### src/rtl/ypc_pkg.sv
// Shared definitions for the YPC core front end: fetch FSM states,
// instruction size, reset vector and the canonical NOP encoding.
package ypc_pkg;

  typedef enum logic [2:0] {
    S_IDLE = 3'd0,
    S_REQ  = 3'd1,
    S_WAIT = 3'd2,
    S_OUT  = 3'd3,
    S_HALT = 3'd4
  } fetch_state_e;

  localparam logic [31:0] INST_BYTES       = 32'd4;
  localparam logic [31:0] RESET_PC_DEFAULT = 32'h8000_0000;
  localparam logic [31:0] NOP              = 32'h0000_0013;

  // Redirect targets are word aligned; the two low bits are forced to zero.
  function automatic logic [31:0] align_pc(input logic [31:0] addr);
    return {addr[31:2], 2'b00};
  endfunction

endpackage

### src/rtl/ifu_fetch.sv
// Instruction fetch unit: owns the PC, issues one imem read at a time,
// registers the returned word and hands it to the decoder with its PC.
// Redirects from execute take priority; an ebreak handoff parks the unit.
module ifu_fetch
  import ypc_pkg::*;
#(
  parameter int unsigned DATA_WIDTH = 32'd32,
  parameter logic [31:0] RESET_PC   = RESET_PC_DEFAULT
) (
  input  logic                  clk,
  input  logic                  rst_n,
  output logic                  imem_req_valid,
  input  logic                  imem_req_ready,
  output logic [31:0]           imem_req_addr,
  input  logic                  imem_rsp_valid,
  input  logic [DATA_WIDTH-1:0] imem_rsp_data,
  output logic                  inst_valid,
  input  logic                  inst_ready,
  output logic [DATA_WIDTH-1:0] inst,
  output logic [31:0]           inst_pc,
  input  logic                  redirect_valid,
  input  logic [31:0]           redirect_pc,
  input  logic                  halt,
  output logic                  halted
);

  fetch_state_e          state_q, state_d;
  logic [31:0]           pc_q, pc_d;
  logic [DATA_WIDTH-1:0] inst_q, inst_d;
  logic [31:0]           inst_pc_q, inst_pc_d;
  logic                  drop_q, drop_d;
  logic [31:0]           redir_pc_s;
  logic                  unused_redir_lsb_s;

  assign redir_pc_s         = align_pc(redirect_pc);
  assign unused_redir_lsb_s = ^redirect_pc[1:0];

  // Next-state logic: redirect first, then the normal fetch progression.
  always_comb begin
    state_d   = state_q;
    pc_d      = pc_q;
    inst_d    = inst_q;
    inst_pc_d = inst_pc_q;
    drop_d    = drop_q;
    case (state_q)
      S_IDLE: begin
        state_d = S_REQ;
      end
      S_REQ: begin
        if (redirect_valid) begin
          pc_d = redir_pc_s;
          if (imem_req_ready) begin
            // The old address was accepted; its data must be thrown away.
            drop_d  = 1'b1;
            state_d = S_WAIT;
          end else begin
            state_d = S_REQ;
          end
        end else if (imem_req_ready) begin
          state_d = S_WAIT;
        end else begin
          state_d = S_REQ;
        end
      end
      S_WAIT: begin
        if (redirect_valid) begin
          pc_d = redir_pc_s;
          if (imem_rsp_valid) begin
            drop_d  = 1'b0;
            state_d = S_REQ;
          end else begin
            drop_d  = 1'b1;
            state_d = S_WAIT;
          end
        end else if (imem_rsp_valid) begin
          if (drop_q) begin
            drop_d  = 1'b0;
            state_d = S_REQ;
          end else begin
            inst_d    = imem_rsp_data;
            inst_pc_d = pc_q;
            state_d   = S_OUT;
          end
        end else begin
          state_d = S_WAIT;
        end
      end
      S_OUT: begin
        if (redirect_valid) begin
          // Squash the held instruction; halt is not honoured here.
          pc_d    = redir_pc_s;
          state_d = S_REQ;
        end else if (inst_ready) begin
          if (halt) begin
            state_d = S_HALT;
          end else begin
            pc_d    = pc_q + INST_BYTES;
            state_d = S_REQ;
          end
        end else begin
          state_d = S_OUT;
        end
      end
      S_HALT: begin
        state_d = S_HALT;
      end
      default: begin
        state_d = S_IDLE;
      end
    endcase
  end

  // State and datapath registers with asynchronous active-low reset.
  always_ff @(posedge clk or negedge rst_n) begin
    if (!rst_n) begin
      state_q   <= S_IDLE;
      pc_q      <= RESET_PC;
      inst_q    <= '0;
      inst_pc_q <= 32'h0000_0000;
      drop_q    <= 1'b0;
    end else begin
      state_q   <= state_d;
      pc_q      <= pc_d;
      inst_q    <= inst_d;
      inst_pc_q <= inst_pc_d;
      drop_q    <= drop_d;
    end
  end

  assign imem_req_valid = (state_q == S_REQ);
  assign imem_req_addr  = pc_q;
  assign inst_valid     = (state_q == S_OUT);
  assign inst           = inst_q;
  assign inst_pc        = inst_pc_q;
  assign halted         = (state_q == S_HALT);

endmodule

### config.mk
export PLATFORM = sky130hd
export DESIGN_NAME = ifu_fetch
export DESIGN_NICKNAME = d
export VERILOG_FILES = /design/src/rtl/ypc_pkg.sv /design/src/rtl/ifu_fetch.sv
export SDC_FILE = /design/constraint.sdc
export NUM_CORES = 1
export LEC_CHECK = 0
export CAP_MARGIN = 10
export CORE_MARGIN = 2
export CORE_UTILIZATION = 48
export DETAILED_ROUTE_END_ITERATION = 10
export GPL_TIMING_DRIVEN = 0
export PLACE_DENSITY = 0.95
export SLEW_MARGIN = 20
export SYNTH_ARGS = -nofsm -noshare
export SYNTH_HDL_FRONTEND = slang
export SYNTH_SLANG_ARGS = --single-unit
### constraint.sdc
create_clock -name clk -period 5.4 [get_ports clk]
set_clock_uncertainty 0.2 [all_clocks]
set_input_delay 0.54 -clock clk [delete_from_list [all_inputs] [get_ports clk]]
set_output_delay 0.54 -clock clk [all_outputs]
set_load 0.02 [all_outputs]
==> impl_metrics.env, run 1 <==
export IMPL_portBuffers=163
export IMPL_n_fill_cell=665
export IMPL_grtUsageTotal=0.269
export IMPL_cts_buffers=9
export IMPL_setup_viol_count_final=0
export IMPL_synth_area_per_cell_sq_um=11.2
export IMPL_synth_top_cell_by_area="dfrtp_1"
export IMPL_vias=4190
export IMPL_slowest_stage="clkdlybuf4s50_1"
export IMPL_insertion_delay_ns=0.36
export IMPL_power_mw=3.79
export IMPL_ir_worst_vdd_v=0.000284
export IMPL_ctsRootBufferMaster="clkbuf_8"
export IMPL_area_growth_pct=44.6
export IMPL_rsz0062_at_grt="no"
export IMPL_worstSetupEndpoint="imem_req_valid"
export IMPL_ant_nets=0
export IMPL_yosys_top_cells_area="dfrtp_1, mux2_2, a21oi_1, o21ai_0, buf_2"
export IMPL_die_w_microns=102
export IMPL_placed_area_sq_um=6420
export IMPL_hpwl_microns=10000
export IMPL_synth_cell_types=53
export IMPL_drv_slew=0
export IMPL_power_density_nw_per_um2=571
export IMPL_place_gp_congestion=0.943
export IMPL_grt_pass1_wl_microns=21500
export IMPL_start_util=0.497
export IMPL_path_max_fanout=10
export IMPL_relSlewSlack=0.591
export IMPL_period_minus_slack_ns=2.62
export IMPL_min_from="inst[29]"
export IMPL_tritoncts="done"
export IMPL_clkTransAtPathRegs_ns=0.09
export IMPL_grt_remaining_overflow=0
export IMPL_clkSinkCount=96
export IMPL_tns_ns=0
export IMPL_post_synth_top_area_fraction=0.518
export IMPL_fmax_ghz=0.382
export IMPL_die_area_sq_um=10400
export IMPL_status="completed"
export IMPL_final_cell_area_sq_um=6640
export IMPL_r2r_cells=8
export IMPL_antenna_found_initial=0
export IMPL_ys_seq_elements=96
export IMPL_synthArstFlopShare=1.00
export IMPL_rows=35
export IMPL_rr_endpoint="imem_req_addr[10]"
export IMPL_ys_warn_count=0
export IMPL_cts_htree_levels=3
export IMPL_vias_per_cell=5.81
export IMPL_min_path_type="flop to flop"
export IMPL_core_sq_um=9240
export IMPL_wire_per_inst_microns=19.0
export IMPL_endpoint_kind="output pin"
export IMPL_fin_cells=721
export IMPL_netlist_area_sq_um=4590
export IMPL_ys_flop_type="dfrtp_1"
export IMPL_grt_pass1_vias=4256
export IMPL_required_ns=4.66
export IMPL_layout_drive_gt1_share=0.208
export IMPL_crit_type="flop to output pin"
export IMPL_startpoint_type="flop"
export IMPL_max_stage_delay_ns=0.66
export IMPL_syn_inst=408
export IMPL_dp_cells=704
export IMPL_setup_slack_ns=2.78
export IMPL_arrival_ns=1.88
export IMPL_path_cells="buf_2 -> nor3b_1 -> clkdlybuf4s50_1"
export IMPL_drtIter0Drc=347
export IMPL_maxCapViolCount=0
export IMPL_drt_total_wl_microns=13700
export IMPL_drt_first_pass_iters=5
export IMPL_tightestPinTransition_ns=0.613
export IMPL_hold_viol=0
export IMPL_worstSetupStartpoint="state_q[0]"
export IMPL_chipHeight_microns=102
export IMPL_timing_rr_start="state_q[1]"
export IMPL_seq_area_frac_synth=0.524
export IMPL_final_nets=659
export IMPL_synth_edf_count=0
export IMPL_finalCritPeriodShare=0.484
export IMPL_n_antenna_cell=0
export IMPL_drc_errors=0
export IMPL_grt_max_degree=50
export IMPL_io_pins=170
export IMPL_post_place_ws_ns=2.67
export IMPL_r2r_slack_ns=3.07
export IMPL_p_leak_nw=2.82
export IMPL_clock_path_buffers=2
==> per-stage QoR <==
| stage | hold WS (ns) | util |
|---|---|---|
| 2_1_floorplan | 0.0444 | - |
| 3_3_place_gp | 0.285 | 0.692 |
| 3_5_place_dp | 0.292 | 0.695 |
| 4_1_cts | 0.314 | 0.718 |
| 5_1_grt | 0.332 | 0.718 |
| 6_report | 0.312 | 0.718 |
==> cells in the final DEF, fill, tap and decap left out, drive strengths merged, types with 4 or more instances in the layout <==
cell type        n
clkdlybuf4s50  162
dfrtp           95
mux2            62
buf             32
a21oi           28
nand2           23
o21ai           23
nor2            21
nand3           21
nand4           13
clkbuf          13
nor3             9
a2bb2oi          7
o22ai            6
and3             6
a31oi            5
and4             5
o21a             4
o22a             4
conb             4
a211oi           4
inv              4
==> critical path, delay by kind of cell (launching register included) <==
| kind | cells | cell delay (ns) |
|---|---|---|
| flip-flops | 1 | 0.37 |
| buffers and inverters | 2 | 0.86 |
| AND/OR/NAND/NOR | 1 | 0.29 |
==> cells in the mapped netlist, types with 2 or more instances <==
cell type and number:
dfrtp_1 95, mux2_2 62, a21oi_1 27, nand2_1 23
o21ai_0 23, nor2_1 21, buf_2 20, nand3_1 20
nand4_1 13, nor3_1 8, a2bb2oi_1 7, buf_4 6
o22ai_1 6, a31oi_1 5, and3_1 5, buf_6 4
clkbuf_1 4, o21a_1 4, o22a_1 4, a211oi_1 3
and2_1 3, and4_1 3, or3_1 3, a22oi_1 2
a31o_2 2, a32oi_1 2, a41o_2 2, inv_1 2
nand3b_1 2, nor2b_1 2, nor4_1 2, or4_1 2
==> registers in the layout, indices dropped and copies added, names as in the netlist <==
register       count
inst_pc           30
inst              32
imem_req_addr     30
drop_q             1
state_q            3
==> cell families (layout without fill, tap and decap cells) <==
kind of cell | Yosys count | in the layout | share of synthesized area
and+or+nand+nor | 116 | 116 | 0.137
DFF | 96 | 96 | 0.524
AOI/OAI and AO/OA | 95 | 95 | 0.134
muxes | 63 | 63 | 0.154
buffers and inverters | 36 | 217 | 0.0464
adders and majority gates | 1 | 1 | 0.00273
other | 1 | 4 | 0.000817
==> routing by layer <==
layer / part of all wire / GRT usage / up-vias / routed length (microns)
li1: - / - / 1868 / -
met1: 0.38 / 0.340 / 2021 / 5250
met2: 0.50 / 0.455 / 255 / 6860
met3: 0.086 / 0.0531 / 46 / 1180
met4: 0.029 / 0.106 / 0 / 403
met5: 0 / 0 / - / 0
==> timing repair <==
action | in CTS | in global routing
hold buffers | 1 | 0
endpoints found under the hold margin | 47 | 0
resized for setup | 0 | 0
setup buffers | 0 | 0
==> worst min-delay path by stage <==
stage	slack [ns]	cells past startpoint	to
after floorplan	0.04	0	drop_q
after global routing	0.33	1	inst[7]
after global placement	0.29	1	inst[12]
after CTS	0.31	1	inst_pc[11]
after detailed placement	0.29	1	inst_pc[11]
final	0.31	1	inst[29]
==> power by group <==
| group | leakage, nW | switching [mW] | internal, mW |
|---|---|---|---|
| clock | 0.102 | 0.268 | 0.220 |
| combinational | 1.51 | 0.990 | 0.958 |
| sequential | 1.21 | 0.309 | 1.04 |
| total | 2.82 | 1.57 | 2.22 |
==> final cells by class <==
class | instances | area, sq um | share of cell area
buffer | 34 | 205 | 0.0309
multi-input combinational | 279 | 1980 | 0.299
sequential | 96 | 2400 | 0.362
clock inverter | 7 | 80.1 | 0.0121
timing repair buffer | 165 | 1670 | 0.252
inverter | 2 | 7.51 | 0.00113
tap | 129 | 161 | 0.0243
clock buffer | 9 | 124 | 0.0187
Power figures use the tool's default switching activity.
==> run 2, diff against run 1 <==
--- a/config.mk
+++ b/config.mk
@@ -7,10 +7,10 @@
 export LEC_CHECK = 0
 export CAP_MARGIN = 10
 export CORE_MARGIN = 2
-export CORE_UTILIZATION = 48
+export CORE_UTILIZATION = 40
 export DETAILED_ROUTE_END_ITERATION = 10
 export GPL_TIMING_DRIVEN = 0
-export PLACE_DENSITY = 0.95
+export PLACE_DENSITY = 0.85
 export SLEW_MARGIN = 20
 export SYNTH_ARGS = -nofsm -noshare
 export SYNTH_HDL_FRONTEND = slang
==> constraint.sdc (replaced) <==
create_clock -name clk -period 2.4 [get_ports clk]
set_clock_uncertainty 0.2 [all_clocks]
set_input_delay 0.24 -clock clk [delete_from_list [all_inputs] [get_ports clk]]
set_output_delay 0.24 -clock clk [all_outputs]
set_load 0.02 [all_outputs]
==> run 2 against run 1 <==
  * Global-route usage is 4.9 points lower
  * Non-clock buffer count unchanged
  * Cell count increased by 1.8%
  * Critical path depth up 5
  * Worst setup slack worse by 2.6 ns
  * Core utilization shrank 12 points
  * Combinational power increased by 120%
  * Hold slack worse by 0.14 ns
  * Sequential share of layout area fell by 0.91 points
  * First-iteration DRC count rose by 31%
  * Sequential cell count did not move
  * Clock power rose to 3.3 times the previous value
==> impl_metrics.env, run 2 (synthesis results as in run 1) <==
export IMPL_path_max_fanout=10
export IMPL_post_route_util=0.601
export IMPL_p_int_mw=5.53
export IMPL_ir_worst_vdd_v=0.000642
export IMPL_vias=4117
export IMPL_n_fill_cell=937
export IMPL_placed_area_sq_um=6440
export IMPL_fin_cells=734
export IMPL_drc_errors=0
export IMPL_chipHeight_microns=111
export IMPL_hold_ws_ns=0.169
export IMPL_startpoint_type="flop"
export IMPL_tritoncts="done"
export IMPL_path_delay_family="buffers and inverters"
export IMPL_grt_pass1_vias=4146
export IMPL_regArea_sq_um=2400
export IMPL_final_nets=659
export IMPL_layout_common_cells="clkdlybuf4s50_1, dfrtp_1, mux2_2"
export IMPL_p_leak_nw=2.91
export IMPL_drt_first_pass_iters=5
export IMPL_cts_htree_levels=3
export IMPL_fmax_ghz=0.443
export IMPL_tightestPinTransition_ns=0.591
export IMPL_clkTransAtPathRegs_ns=0.06
export IMPL_relSlewSlack=0.606
export IMPL_power_net_switching_mw=3.47
export IMPL_vias_per_cell=5.61
export IMPL_drtIter0Drc=456
export IMPL_area_growth_pct=48.4
export IMPL_largest_reg_flops=32
export IMPL_layout_drive_gt1_share=0.213
export IMPL_clock_path_buffers=2
export IMPL_ant_nets=0
export IMPL_combPwrFrac=0.484
export IMPL_period_minus_slack_ns=2.26
export IMPL_place_gp_congestion=0.866
export IMPL_power_density_nw_per_um2=1320
export IMPL_power_mw=9.00
export IMPL_p_clk_frac=0.178
export IMPL_crit_type="flop to flop"
export IMPL_rsz0062_at_grt="no"
export IMPL_die_area_sq_um=12300
export IMPL_slowest_stage="clkbuf_1"
export IMPL_grt_pass1_wl_microns=21800
export IMPL_clkSinkCount=96
export IMPL_hold_viol=0
export IMPL_antenna_found_initial=0
export IMPL_maxCapViolCount=0
export IMPL_n_antenna_cell=0
export IMPL_worstPathBufferInverterCount=3
export IMPL_drv_slew=0
export IMPL_path_cells="buf_4 -> nor2b_1 -> buf_2 -> nand3b_1 -> clkbuf_1 -> a21oi_1 -> o21ai_0 -> o21ai_0"
export IMPL_cp_common_cell="o21ai_0"
export IMPL_io_pins=170
export IMPL_max_stage_delay_ns=0.48
export IMPL_required_ns=2.41
export IMPL_core_sq_um=11300
export IMPL_drt_total_wl_microns=13200
export IMPL_cts_buffers=9
export IMPL_sequentialPowerShare=0.338
export IMPL_min_path_type="primary input to async pin"
export IMPL_layout_commonest_cell="clkdlybuf4s50_1"
export IMPL_grt_max_degree=64
export IMPL_final_cell_area_sq_um=6810
export IMPL_grtUsageTotal=0.220
export IMPL_endpoint_kind="flop"
export IMPL_status="completed"
export IMPL_ctsRootBufferMaster="clkbuf_16"
export IMPL_dp_cells=718
export IMPL_die_w_microns=111
export IMPL_finalCritPeriodShare=0.941
export IMPL_insertion_delay_ns=0.34
export IMPL_grt_remaining_overflow=0
export IMPL_portBuffers=163
export IMPL_arrival_ns=2.27
export IMPL_setup_viol_count_final=0
export IMPL_multi_input_area_sq_um=2000
export IMPL_start_util=0.405
export IMPL_netSwitchingFraction=0.385
export IMPL_hpwl_microns=9710
export IMPL_rows=39
export IMPL_wire_per_inst_microns=18.0
[run 2: path summary, 6_finish.rpt]
path	from	to	slack [ns]	depth (start not counted)
setup / recovery	state_q[1]	imem_req_addr[10]	0.14	8
hold / removal	rst_n	inst_pc[14]	0.17	2
setup reg to reg	state_q[1]	imem_req_addr[10]	0.14	8
hold reg to reg	inst_pc[19]	inst_pc[19]	0.30	1
max in group asynchronous	rst_n	imem_req_addr[2]	1.19	3
min in group clk	redirect_pc[2]	imem_req_addr[2]	0.26	3
[run 2: worst reg2reg max path, delay by kind of cell (launching register included)]
kind | cells | cell delay (ns)
buf+inv | 3 | 0.78
simple gates | 2 | 0.43
flops | 1 | 0.36
compound gates | 3 | 0.36
[run 2: final cells by class]
type,count,share of cell area
tap,143,0.0263
sequential,96,0.353
timing repair buffer,165,0.246
inverter,2,0.00110
clock buffer,13,0.0412
multi-input combinational,279,0.293
buffer,34,0.0303
clock inverter,2,0.00882
[run 2: repair_timing]
| item | 4_1_cts | 5_1_grt |
|---|---|---|
| hold endpoints to repair | 96 | 0 |
| setup endpoints to repair | 0 | 9 |
| buffers inserted | 0 | 0 |
| gates resized for setup | 0 | 7 |
| hold buffers | 1 | 0 |
[run 2: metal layers]
metal | share of wire | global-route usage | vias up
met1 | 0.40 | 0.285 | 1987
met3 | 0.084 | 0.0487 | 29
met2 | 0.49 | 0.367 | 237
met5 | 0 | 0 | -
li1 | - | - | 1864
met4 | 0.022 | 0.0774 | 0
[run 2: power groups by stage]
stage | registers (mW) | clock network (mW) | logic (mW)
5_1_grt | 3.16 | 1.71 | 4.61
4_1_cts | 3.03 | 1.64 | 4.36
3_3_place_gp | 3.00 | 0 | 4.25
3_5_place_dp | 3.06 | 0 | 4.34
6_report | 3.04 | 1.60 | 4.35
2_1_floorplan | 3.77 | 0 | 1.47
[run 2: per-stage QoR]
step / TNS (ns) / worst slack, ns
3_3_place_gp: -251.55 / -2.64
6_report: 0 / 0.142
4_1_cts: 0 / 0.0860
3_5_place_dp: -0.117 / -0.0471
5_1_grt: 0 / 0.000507
2_1_floorplan: 0 / 0.356
==> run 3, diff against run 2 <==
==> constraint.sdc (replaced) <==
create_clock -name clk -period 1.9 [get_ports clk]
set_clock_uncertainty 0.2 [all_clocks]
set_input_delay 0.19 -clock clk [delete_from_list [all_inputs] [get_ports clk]]
set_output_delay 0.19 -clock clk [all_outputs]
set_load 0.02 [all_outputs]
==> run 3 against run 2 <==
  * The run now ends with negative setup slack left
  * Sequential share of layout area fell by 4.0 points
  * Sequential cell count did not move
  * Critical path depth did not move
  * Critical path type unchanged
  * Largest cell class is now non-clock buffers
  * Highest routed layer unchanged
==> impl_metrics.env, run 3 (synthesis results as in run 1) <==
export IMPL_period_minus_slack_ns=2.11
export IMPL_clkSinkCount=96
export IMPL_timing_rr_start="state_q[1]"
export IMPL_rows=39
export IMPL_setup_slack_ns=-0.206
export IMPL_tns_ns=-1.35
export IMPL_final_nets=722
export IMPL_arrival_ns=2.12
export IMPL_clkTransAtPathRegs_ns=0.06
export IMPL_power_density_nw_per_um2=1640
export IMPL_multi_input_area_sq_um=2280
export IMPL_power_mw=12.7
export IMPL_place_gp_congestion=0.862
export IMPL_ir_worst_vdd_v=0.000795
export IMPL_final_cell_area_sq_um=7740
export IMPL_chipHeight_microns=111
export IMPL_vias_per_cell=5.74
export IMPL_max_stage_delay_ns=0.35
export IMPL_sequentialPowerShare=0.299
export IMPL_portBuffers=163
export IMPL_core_sq_um=11300
export IMPL_combPwrFrac=0.557
export IMPL_layout_commonest_cell="clkdlybuf4s50_1"
export IMPL_p_leak_nw=3.35
export IMPL_tritoncts="done"
export IMPL_path_cells="buf_6 -> nor2b_1 -> buf_4 -> and3b_2 -> buf_8 -> nand4_1 -> o22ai_1 -> a21oi_1"
export IMPL_antenna_found_initial=0
export IMPL_finalCritPeriodShare=1.11
export IMPL_setup_viol_count_final=25
export IMPL_die_area_sq_um=12300
export IMPL_clock_path_buffers=2
export IMPL_cts_buffers=9
export IMPL_area_growth_pct=68.8
export IMPL_insertion_delay_ns=0.34
export IMPL_drt_total_wl_microns=15900
export IMPL_netSwitchingFraction=0.389
export IMPL_hpwl_microns=10100
export IMPL_drtIter0Drc=434
export IMPL_grt_pass1_wl_microns=23500
export IMPL_largest_reg_flops=32
export IMPL_required_ns=1.91
export IMPL_endpoint_kind="flop"
export IMPL_vias=4583
export IMPL_worstSetupStartpoint="state_q[1]"
export IMPL_drc_errors=0
export IMPL_ant_nets=0
export IMPL_fmax_ghz=0.475
export IMPL_ctsRootBufferMaster="clkbuf_16"
export IMPL_grtUsageTotal=0.235
export IMPL_grt_pass1_vias=4676
export IMPL_min_path_type="primary input to async pin"
export IMPL_status="finished, violations left"
export IMPL_startpoint_type="flop"
export IMPL_p_clk_frac=0.144
export IMPL_grt_remaining_overflow=0
export IMPL_placed_area_sq_um=6470
export IMPL_wire_per_inst_microns=19.9
export IMPL_maxCapViolCount=0
export IMPL_layout_drive_gt1_share=0.397
export IMPL_hold_viol=0
export IMPL_crit_type="flop to flop"
export IMPL_grt_max_degree=52
export IMPL_path_max_fanout=6
export IMPL_start_util=0.405
export IMPL_die_w_microns=111
export IMPL_layout_common_cells="clkdlybuf4s50_1, dfrtp_1, buf_4"
export IMPL_hold_ws_ns=0.181
export IMPL_n_fill_cell=822
export IMPL_drt_first_pass_iters=5
export IMPL_io_pins=170
export IMPL_violations="negative setup slack"
export IMPL_slowest_stage="dfrtp_1"
export IMPL_regArea_sq_um=2430
export IMPL_p_int_mw=7.78
export IMPL_rsz0062_at_grt="yes"
export IMPL_n_antenna_cell=0
export IMPL_drv_slew=0
export IMPL_power_net_switching_mw=4.95
export IMPL_cts_htree_levels=3
[run 3: cell types whose count changed in the layout (fill, tap and decap cells not counted), sizes merged]
cell	previous run	this run
buf	32	96
bufinv	2	1
clkbuf	17	18
clkdlybuf4s50	161	154
clkinv	0	2
dlygate4sd2	0	2
dlymetal6s2s	1	4
[run 3: metrics by stage]
step | worst slack, ns | instances | utilization
2_1_floorplan | -0.0134 | 411 | -
3_3_place_gp | -3.42 | 717 | 0.569
3_5_place_dp | -0.522 | 718 | 0.572
4_1_cts | -0.0425 | 771 | 0.643
5_1_grt | -0.232 | 798 | 0.684
6_report | -0.206 | 798 | 0.684
[run 3: worst paths after layout]
| check | endpoint | slack [ns] | depth (start not counted) |
|---|---|---|---|
| setup / recovery | imem_req_addr[19] | -0.21 | 8 |
| hold / removal | imem_req_addr[20] | 0.18 | 2 |
| setup reg to reg | imem_req_addr[19] | -0.21 | 8 |
| hold reg to reg | inst[31] | 0.30 | 1 |
| max in group asynchronous | imem_req_addr[9] | 0.70 | 3 |
| min in group clk | imem_req_addr[2] | 0.20 | 3 |
[run 3: worst max-delay path, delay by kind of cell (launching register included)]
family | cells | cell delay, ns
compound gates | 2 | 0.34
flops | 1 | 0.35
simple gates | 3 | 0.64
buf+inv | 3 | 0.44
[run 3: power groups by stage]
| stage | logic, mW | registers, mW | clock network, mW |
|---|---|---|---|
| final | 7.09 | 3.80 | 1.84 |
| after global routing | 7.43 | 3.92 | 1.95 |
| after CTS | 6.35 | 3.77 | 1.87 |
| after detailed placement | 5.54 | 3.88 | 0 |
| after global placement | 5.40 | 3.80 | 0 |
| after floorplan | 1.88 | 4.80 | 0 |
[run 3: area by class of cell]
class | instances | area share
clock buffer | 13 | 0.0336
sequential | 96 | 0.313
buffer | 32 | 0.0412
timing repair buffer | 230 | 0.289
clock inverter | 3 | 0.00517
multi-input combinational | 279 | 0.294
inverter | 2 | 0.000969
tap | 143 | 0.0231
[run 3: routing by layer]
| metal | vias up | GRT usage | wire [microns] |
|---|---|---|---|
| met5 | - | 0 | 0 |
| met4 | 0 | 0.0840 | 413 |
| met3 | 45 | 0.0541 | 1350 |
| met2 | 263 | 0.408 | 8120 |
| met1 | 2276 | 0.288 | 5980 |
| li1 | 1999 | - | - |
[run 3: timing repair]
action / in CTS / in global routing
hold endpoints to repair: 96 / 0
hold buffers: 1 / 0
setup endpoints to repair: 97 / 98
gates resized for setup: 78 / 69
pin swaps: 21 / 22
buffers inserted: 36 / 24
gates cloned: 1 / 4
